`config.mk`:
```
export PLATFORM = sky130hd
export DESIGN_NAME = pipelined_cla_addsub
export DESIGN_NICKNAME = d
export VERILOG_FILES = /design/src/rtl/alu_pkg.sv /design/src/rtl/cla_segment.sv /design/src/rtl/pipelined_cla_addsub.sv
export SDC_FILE = /design/constraint.sdc
export NUM_CORES = 1
export LEC_CHECK = 0
export ABC_AREA = 1
export CELL_PAD_IN_SITES_DETAIL_PLACEMENT = 1
export CELL_PAD_IN_SITES_GLOBAL_PLACEMENT = 1
export CORE_MARGIN = 4
export CORE_UTILIZATION = 38
export DETAILED_ROUTE_END_ITERATION = 8
export PLACE_DENSITY_LB_ADDON = 0.1
export REMOVE_ABC_BUFFERS = 1
export SLEW_MARGIN = 20
export SYNTH_ARGS = -nofsm -noshare
export SYNTH_HDL_FRONTEND = slang
export SYNTH_SLANG_ARGS = --single-unit
```
`constraint.sdc`:
```
create_clock -name clk -period 2.79 [get_ports clk]
set_input_delay 0.558 -clock clk [delete_from_list [all_inputs] [get_ports clk]]
set_output_delay 0.558 -clock clk [all_outputs]
set_load 0.005 [all_outputs]
```
`src/rtl/alu_pkg.sv`:
```
// Operation encodings shared by the ALU datapath blocks, plus the helper that
// folds op and c_in into the carry entering bit 0.
package alu_pkg;

    localparam int OP_W = 2;

    typedef enum logic [OP_W-1:0] {
        OP_ADD = 2'b00,
        OP_ADC = 2'b01,
        OP_SUB = 2'b10,
        OP_SBB = 2'b11
    } alu_op_e;

    // Subtraction is a + ~b + 1; SBB's c_in means "borrow", so it removes the +1.
    function automatic logic eff_carry(input logic [OP_W-1:0] op, input logic c_in);
        logic c;
        case (op)
            OP_ADD:  c = 1'b0;
            OP_ADC:  c = c_in;
            OP_SUB:  c = 1'b1;
            default: c = ~c_in;
        endcase
        return c;
    endfunction

    function automatic logic is_subtract(input logic [OP_W-1:0] op);
        return op[1];
    endfunction

endpackage

```
`src/rtl/cla_segment.sv`:
```
// Combinational carry-lookahead segment: 4-bit CLA groups, a first lookahead
// level over groups of 4 and a second level over 16-bit blocks.
module cla_lookahead4 (
    input  logic [3:0] p_i,
    input  logic [3:0] g_i,
    input  logic       c_i,
    output logic [3:0] c_o,
    output logic       p_o,
    output logic       g_o
);
    assign c_o[0] = c_i;
    assign c_o[1] = g_i[0] | (p_i[0] & c_i);
    assign c_o[2] = g_i[1] | (p_i[1] & g_i[0]) | (p_i[1] & p_i[0] & c_i);
    assign c_o[3] = g_i[2] | (p_i[2] & g_i[1]) | (p_i[2] & p_i[1] & g_i[0])
                  | (p_i[2] & p_i[1] & p_i[0] & c_i);
    assign p_o    = &p_i;
    assign g_o    = g_i[3] | (p_i[3] & g_i[2]) | (p_i[3] & p_i[2] & g_i[1])
                  | (p_i[3] & p_i[2] & p_i[1] & g_i[0]);
endmodule

module cla4 (
    input  logic [3:0] a_i,
    input  logic [3:0] b_i,
    input  logic       c_i,
    output logic [3:0] s_o,
    output logic       p_o,
    output logic       g_o,
    output logic       c3_o
);
    logic [3:0] p;
    logic [3:0] g;
    logic [3:0] c;

    assign p = a_i ^ b_i;
    assign g = a_i & b_i;

    cla_lookahead4 u_la (
        .p_i (p),
        .g_i (g),
        .c_i (c_i),
        .c_o (c),
        .p_o (p_o),
        .g_o (g_o)
    );

    assign s_o  = p ^ c;
    assign c3_o = c[3];
endmodule

module cla_segment #(
    parameter int SEG = 16
) (
    input  logic [SEG-1:0] a_i,
    input  logic [SEG-1:0] b_i,
    input  logic           c_i,
    output logic [SEG-1:0] s_o,
    output logic           c_o,
    output logic           c_msb_o
);
    localparam int N4  = SEG / 4;
    localparam int N16 = (N4 + 3) / 4;
    localparam int N64 = (N16 + 3) / 4;

    logic [N16*4-1:0] gp;
    logic [N16*4-1:0] gg;
    logic [N16*4-1:0] gc;
    logic [N4-1:0]    c3;
    logic [N64*4-1:0] sp;
    logic [N64*4-1:0] sg;
    logic [N64*4-1:0] sc;
    logic [N64-1:0]   bp;
    logic [N64-1:0]   bg;
    logic [N64:0]     bc;
    logic             unused_carries;

    for (genvar i = 0; i < N4; i++) begin : g_grp
        cla4 u_cla4 (
            .a_i  (a_i[4*i +: 4]),
            .b_i  (b_i[4*i +: 4]),
            .c_i  (gc[i]),
            .s_o  (s_o[4*i +: 4]),
            .p_o  (gp[i]),
            .g_o  (gg[i]),
            .c3_o (c3[i])
        );
    end

    // Missing groups/blocks are padded as pure propagate so that partial
    // lookahead units still report the true group generate/propagate.
    for (genvar i = N4; i < N16*4; i++) begin : g_grp_pad
        assign gp[i] = 1'b1;
        assign gg[i] = 1'b0;
    end

    for (genvar j = 0; j < N16; j++) begin : g_lvl1
        cla_lookahead4 u_la1 (
            .p_i (gp[4*j +: 4]),
            .g_i (gg[4*j +: 4]),
            .c_i (sc[j]),
            .c_o (gc[4*j +: 4]),
            .p_o (sp[j]),
            .g_o (sg[j])
        );
    end

    for (genvar j = N16; j < N64*4; j++) begin : g_blk_pad
        assign sp[j] = 1'b1;
        assign sg[j] = 1'b0;
    end

    assign bc[0] = c_i;
    for (genvar k = 0; k < N64; k++) begin : g_lvl2
        cla_lookahead4 u_la2 (
            .p_i (sp[4*k +: 4]),
            .g_i (sg[4*k +: 4]),
            .c_i (bc[k]),
            .c_o (sc[4*k +: 4]),
            .p_o (bp[k]),
            .g_o (bg[k])
        );
        assign bc[k+1] = bg[k] | (bp[k] & bc[k]);
    end

    assign c_o            = bc[N64];
    assign c_msb_o        = c3[N4-1];
    assign unused_carries = ^{gc, sc};
endmodule

```
`src/rtl/pipelined_cla_addsub.sv`:
```
// Pipelined CLA adder/subtractor: one SEG-bit segment per stage, operand skew
// and result de-skew registers, a global-stall valid chain and final flags.
module pipelined_cla_addsub
    import alu_pkg::*;
#(
    parameter int WIDTH  = 32,
    parameter int STAGES = 2
) (
    input  logic             clk,
    input  logic             rst_n,
    input  logic             in_valid,
    output logic             in_ready,
    input  logic [WIDTH-1:0] a,
    input  logic [WIDTH-1:0] b,
    input  logic [1:0]       op,
    input  logic             c_in,
    output logic             out_valid,
    input  logic             out_ready,
    output logic [WIDTH-1:0] sum,
    output logic             c_out,
    output logic             overflow,
    output logic             zero
);
    localparam int SEG  = WIDTH / ((STAGES < 1) ? 1 : STAGES);
    localparam int LAST = STAGES - 1;

    if (STAGES < 1 || WIDTH < 4 || (WIDTH % (4 * STAGES)) != 0) begin : g_bad_params
        $error("pipelined_cla_addsub: WIDTH=%0d must be a multiple of 4*STAGES (STAGES=%0d)",
               WIDTH, STAGES);
    end

    // Handshake: a rank moves forward only on advance; a result leaves when
    // out_valid & out_ready, and operands enter when in_valid & in_ready.
    logic                advance;
    logic [STAGES-1:0]   valid_q, valid_d;
    logic [WIDTH-1:0]    a_q [STAGES];
    logic [WIDTH-1:0]    a_d [STAGES];
    logic [WIDTH-1:0]    b_q [STAGES];
    logic [WIDTH-1:0]    b_d [STAGES];
    logic [WIDTH-1:0]    s_q [STAGES];
    logic [WIDTH-1:0]    s_d [STAGES];
    logic [WIDTH-1:0]    s_prev [STAGES];
    logic [STAGES-1:0]   c_q;
    logic [STAGES-1:0]   seg_ci;
    logic [STAGES-1:0]   seg_c;
    logic [STAGES-1:0]   seg_cm;
    logic [SEG-1:0]      seg_s [STAGES];
    logic                ovf_q, ovf_d;
    logic                zero_q, zero_d;
    logic                unused_ops;

    assign advance  = ~valid_q[LAST] | out_ready;
    assign in_ready = advance;

    // Rank k's inputs: the bus for k = 0, otherwise the registers of rank k-1.
    always_comb begin
        a_d[0]    = a;
        b_d[0]    = is_subtract(op) ? ~b : b;
        seg_ci[0] = eff_carry(op, c_in);
        valid_d[0] = in_valid;
        s_prev[0] = '0;
        for (int k = 1; k < STAGES; k++) begin
            a_d[k]     = a_q[k-1];
            b_d[k]     = b_q[k-1];
            seg_ci[k]  = c_q[k-1];
            valid_d[k] = valid_q[k-1];
            s_prev[k]  = s_q[k-1];
        end
    end

    for (genvar k = 0; k < STAGES; k++) begin : g_stage
        cla_segment #(.SEG(SEG)) u_seg (
            .a_i     (a_d[k][k*SEG +: SEG]),
            .b_i     (b_d[k][k*SEG +: SEG]),
            .c_i     (seg_ci[k]),
            .s_o     (seg_s[k]),
            .c_o     (seg_c[k]),
            .c_msb_o (seg_cm[k])
        );
    end

    always_comb begin
        for (int k = 0; k < STAGES; k++) begin
            s_d[k] = s_prev[k];
            s_d[k][k*SEG +: SEG] = seg_s[k];
        end
        ovf_d  = seg_cm[LAST] ^ seg_c[LAST];
        zero_d = (s_d[LAST] == '0);
    end

    // Data registers load only with a valid beat so bubbles leave outputs held.
    always_ff @(posedge clk or negedge rst_n) begin
        if (!rst_n) begin
            valid_q <= '0;
            c_q     <= '0;
            ovf_q   <= 1'b0;
            zero_q  <= 1'b0;
            for (int k = 0; k < STAGES; k++) begin
                a_q[k] <= '0;
                b_q[k] <= '0;
                s_q[k] <= '0;
            end
        end else if (advance) begin
            valid_q <= valid_d;
            for (int k = 0; k < STAGES; k++) begin
                if (valid_d[k]) begin
                    a_q[k] <= a_d[k];
                    b_q[k] <= b_d[k];
                    s_q[k] <= s_d[k];
                    c_q[k] <= seg_c[k];
                end
            end
            if (valid_d[LAST]) begin
                ovf_q  <= ovf_d;
                zero_q <= zero_d;
            end
        end
    end

    assign out_valid  = valid_q[LAST];
    assign sum        = s_q[LAST];
    assign c_out      = c_q[LAST];
    assign overflow   = ovf_q;
    assign zero       = zero_q;
    assign unused_ops = ^{a_q[LAST], b_q[LAST], seg_cm};
endmodule

```
==> results.md, run 1 <==
- Global-route wire length before repair: 25,400 um
- Clock edge transition at the registers on the reported setup and hold paths: 0.07 ns
- Number of max-slew violations in the final report: 0
- Most common library cell in the layout ignoring fill and taps: sky130_fd_sc_hd__nand2_1
- Netlist area before placement: 5160 um^2
- Clock network power share: 0.242
- Max Buffers Root-to-Sink: 2
- FF+latch count, synth: 86
- Fraction of registers with async set or reset after synthesis: 1.00
- Power density relative to cell area: 759 nW/um^2
- Ys flop type: sky130_fd_sc_hd__dfrtp_1
- Clock latency on the worst-skew pair: 0.34 ns
- Post-route clock period utilization: 0.999
- Congestion Overflow GR: 0
- Area inside the core boundary: 13,200 um^2
- X dimension of the die: 125 um
- Switching share of power: 0.340
- Crit Path Category: flop to flop
- Number of vias per cell after detailed routing: 4.94
- Startpoint types: flop
- Detailed-route wire length per cell: 15.7 um
- Pin slew with the least headroom to its limit: 0.689 ns
- Number of failing hold endpoints at the final stage: 0
- Average instance area after synthesis: 8.14 um^2
- Count of TritonRoute iterations in the first routing pass: 4
- Commonest cells after routing, fill and taps aside: sky130_fd_sc_hd__nand2_1 (201), sky130_fd_sc_hd__clkdlybuf4s50_1 (104), sky130_fd_sc_hd__dfrtp_1 (86), sky130_fd_sc_hd__buf_4 (63), sky130_fd_sc_hd__inv_1 (58)
- Number of nets with antenna violations after detailed routing: 0
- Number of sinks on the clock net: 86
- Vias post-DR: 4,840
- GP Congestion: 0.792
- Count of final setup violators: 0
- Hold Path Class: primary input to async pin
- Total Power Consumption: 5.64 mW
- Overall routing resource usage: 0.198
- DRT iter0 DRCs: 172
- Number of max-cap violations: 0
- Maximum number of pins on one net before global-route repair: 72
- Utilization of the core after routing: 0.561
- Total wire length: 15,400 um
- Growth of design area from synthesis to finish: 43.9%
- Net Sw Power: 1.92 mW
- Sequential area share after synthesis: 0.417
- Slew Limit Headroom: 0.540
- Hold buffers post-CTS: 0
- Leakage component of the power: 3.59 nW
- Estimated wirelength of the detail-placed design: 11,600 um
- H-tree levels: 3
- Cell types with the largest area share after synthesis: sky130_fd_sc_hd__dfrtp_1 (42%), sky130_fd_sc_hd__nand2_1 (15%), sky130_fd_sc_hd__ha_1 (7.8%)
- Layout fillers: 1,601
- Vias in the first global route: 5,281
- Maximum clock frequency: 0.359 GHz
- Number of distinct standard cells referenced by the synthesized netlist: 38
- Root Buffer Master: sky130_fd_sc_hd__clkbuf_16
- Setup repair after global routing missed its margin: true
- Fraction of final layout cells sized beyond drive strength 1: 0.173
- Die Y: 125 um
- Post-synth top area share: 0.417
- Initial antenna violation count: 0
- Element type at the critical path end: flop
- Final instance area: 7420 um^2
- Layout net count: 909
- Number of cell rows: 42
- Sequential share of power: 0.333
- Count of port buffers added during placement: 107
- Post-route clock skew: 0.00760 ns
- Post-synth EDFFs: 0
- Run status: finished clean
- Number of cells produced by synthesis: 634
- Initial standard-cell utilization of the core: 0.390
- Antenna cell count: 0
- Cell Int Power: 3.72 mW
- Portion of total power attributed to combinational logic: 0.425
- Minimum clock period after layout: 2.79 ns
- Aggregate negative setup slack: 0 ns
- Count of yosys warnings during synthesis: 0
- Inserted Clock Buffers: 9
- Remaining DRCs: 0
- Post-detailed-placement cell area: 6880 um^2
- Area enclosed by the die boundary: 15,500 um^2
- Data required time at the worst endpoint: 3.07 ns
- VDD IR-drop max: 0.369 mV
- CTS tree: yes
- Arrival @ worst endpoint: 3.07 ns
- I/O pin total: 108
- Cell type with the largest total area after synthesis: sky130_fd_sc_hd__dfrtp_1
- Peak fanout along the critical path: 3
[per-stage QoR]
step	cells	setup slack [ns]	hold WS [ns]
detailed placement	961	-0.267	0.466
global placement	961	-0.147	0.455
CTS	978	0.000177	0.278
floorplan	615	0.177	0.262
finish	979	0.00287	0.245
global route	979	-0.182	0.308
[routing by layer]
metal / part of all wire / vias to the layer above / global-route usage
met5: 0 / - / 0
met4: 0.015 / 0 / 0.0593
met3: 0.029 / 17 / 0.0317
met2: 0.55 / 92 / 0.381
met1: 0.41 / 2376 / 0.222
li1: - / 2355 / -
[sequential cells by signal (all words and copies together), names as in the netlist]
name      cells
a_d          16
b_d          16
c_q           2
overflow      1
s_d          16
sum          32
valid_q       2
zero          1
[worst paths after layout]
kind	cells past startpoint	to	startpoint	slack, ns
worst max-delay path	16	zero$_DFFE_PN0P_	a_d[17]$_DFFE_PN0P_	0.003
max in group asynchronous	2	sum[20]$_DFFE_PN0P_	rst_n	1.88
worst max register to register	16	zero$_DFFE_PN0P_	a_d[17]$_DFFE_PN0P_	0.003
worst min-delay path	1	b_d[22]$_DFFE_PN0P_	rst_n	0.24
min in group clk	2	sum[7]$_DFFE_PN0P_	sum[7]$_DFFE_PN0P_	0.47
worst min register to register	2	sum[7]$_DFFE_PN0P_	sum[7]$_DFFE_PN0P_	0.47
[power groups by stage]
stage          combinational, mW  clock (mW)  sequential, mW
2_1_floorplan               1.04           0            1.84
3_3_place_gp                2.17           0            1.86
3_5_place_dp                2.26           0            1.88
4_1_cts                     2.33        1.39            1.87
5_1_grt                     2.67        1.45            1.93
6_report                    2.40        1.36            1.88
[final cells by class]
type	count	area (um^2)	share of cell area
sequential	86	2150	0.290
tap	176	220	0.0297
clock inverter	4	76.3	0.0103
inverter	66	248	0.0334
timing repair buffer	172	1590	0.214
clock buffer	12	267	0.0359
multi-input combinational	463	2870	0.387
[worst max-delay path, cell delays in order, from the launching register on]
cell,delay (ns)
sky130_fd_sc_hd__dfrtp_1,0.39
sky130_fd_sc_hd__ha_1,0.31
sky130_fd_sc_hd__or2_4,0.25
sky130_fd_sc_hd__nand3_4,0.08
sky130_fd_sc_hd__nand2_4,0.06
sky130_fd_sc_hd__nand2_2,0.06
sky130_fd_sc_hd__nand2_2,0.06
sky130_fd_sc_hd__fa_2,0.35
sky130_fd_sc_hd__xnor2_2,0.19
sky130_fd_sc_hd__nand2_1,0.10
sky130_fd_sc_hd__nor3_2,0.19
sky130_fd_sc_hd__nand3_1,0.14
sky130_fd_sc_hd__nor2_2,0.16
sky130_fd_sc_hd__nand2_1,0.08
sky130_fd_sc_hd__nor2_2,0.13
sky130_fd_sc_hd__nand4_1,0.09
sky130_fd_sc_hd__nand2_1,0.07
[cell usage after synthesis, types with 2 or more instances]
master,n
sky130_fd_sc_hd__inv_1,62
sky130_fd_sc_hd__nor3_1,5
sky130_fd_sc_hd__nand2_1,207
sky130_fd_sc_hd__nand4_1,8
sky130_fd_sc_hd__a21oi_1,11
sky130_fd_sc_hd__nand3_1,29
sky130_fd_sc_hd__inv_2,3
sky130_fd_sc_hd__buf_2,5
sky130_fd_sc_hd__nor2_1,23
sky130_fd_sc_hd__a21o_1,3
sky130_fd_sc_hd__nand2_2,7
sky130_fd_sc_hd__xnor2_1,24
sky130_fd_sc_hd__nor2_2,5
sky130_fd_sc_hd__fa_1,8
sky130_fd_sc_hd__nand4_2,2
sky130_fd_sc_hd__dfrtp_1,86
sky130_fd_sc_hd__o21ai_0,54
sky130_fd_sc_hd__a31oi_1,4
sky130_fd_sc_hd__a221oi_1,2
sky130_fd_sc_hd__xor2_1,19
sky130_fd_sc_hd__nand3b_1,7
sky130_fd_sc_hd__ha_1,32
sky130_fd_sc_hd__clkbuf_1,13
[cells by family (layout without fill, tap and decap cells)]
group,Yosys count,in the layout,synth area share
AOI/OAI and AO/OA,81,81,0.0880
buffers and inverters,85,254,0.0631
DFF,86,86,0.417
adders and majority gates,40,40,0.109
xor gates and xnor gates,43,43,0.0730
and+or+nand+nor,299,299,0.250
[repair_timing]
item                       CTS  global route
resized for setup            8            27
buffers inserted             1             1
pin swaps                    5            12
setup endpoints to repair    1             5
(Power assumes the default switching activity.)
==> run 2: changes to the inputs <==
--- a/config.mk
+++ b/config.mk
@@ -10,6 +10,7 @@
 export CELL_PAD_IN_SITES_GLOBAL_PLACEMENT = 1
 export CORE_MARGIN = 4
 export CORE_UTILIZATION = 38
+export CTS_CLUSTER_DIAMETER = 30
 export DETAILED_ROUTE_END_ITERATION = 8
 export PLACE_DENSITY_LB_ADDON = 0.1
 export REMOVE_ABC_BUFFERS = 1
==> results of run 2 <==
Final layout, timing and power as in run 1 (identical DEF).
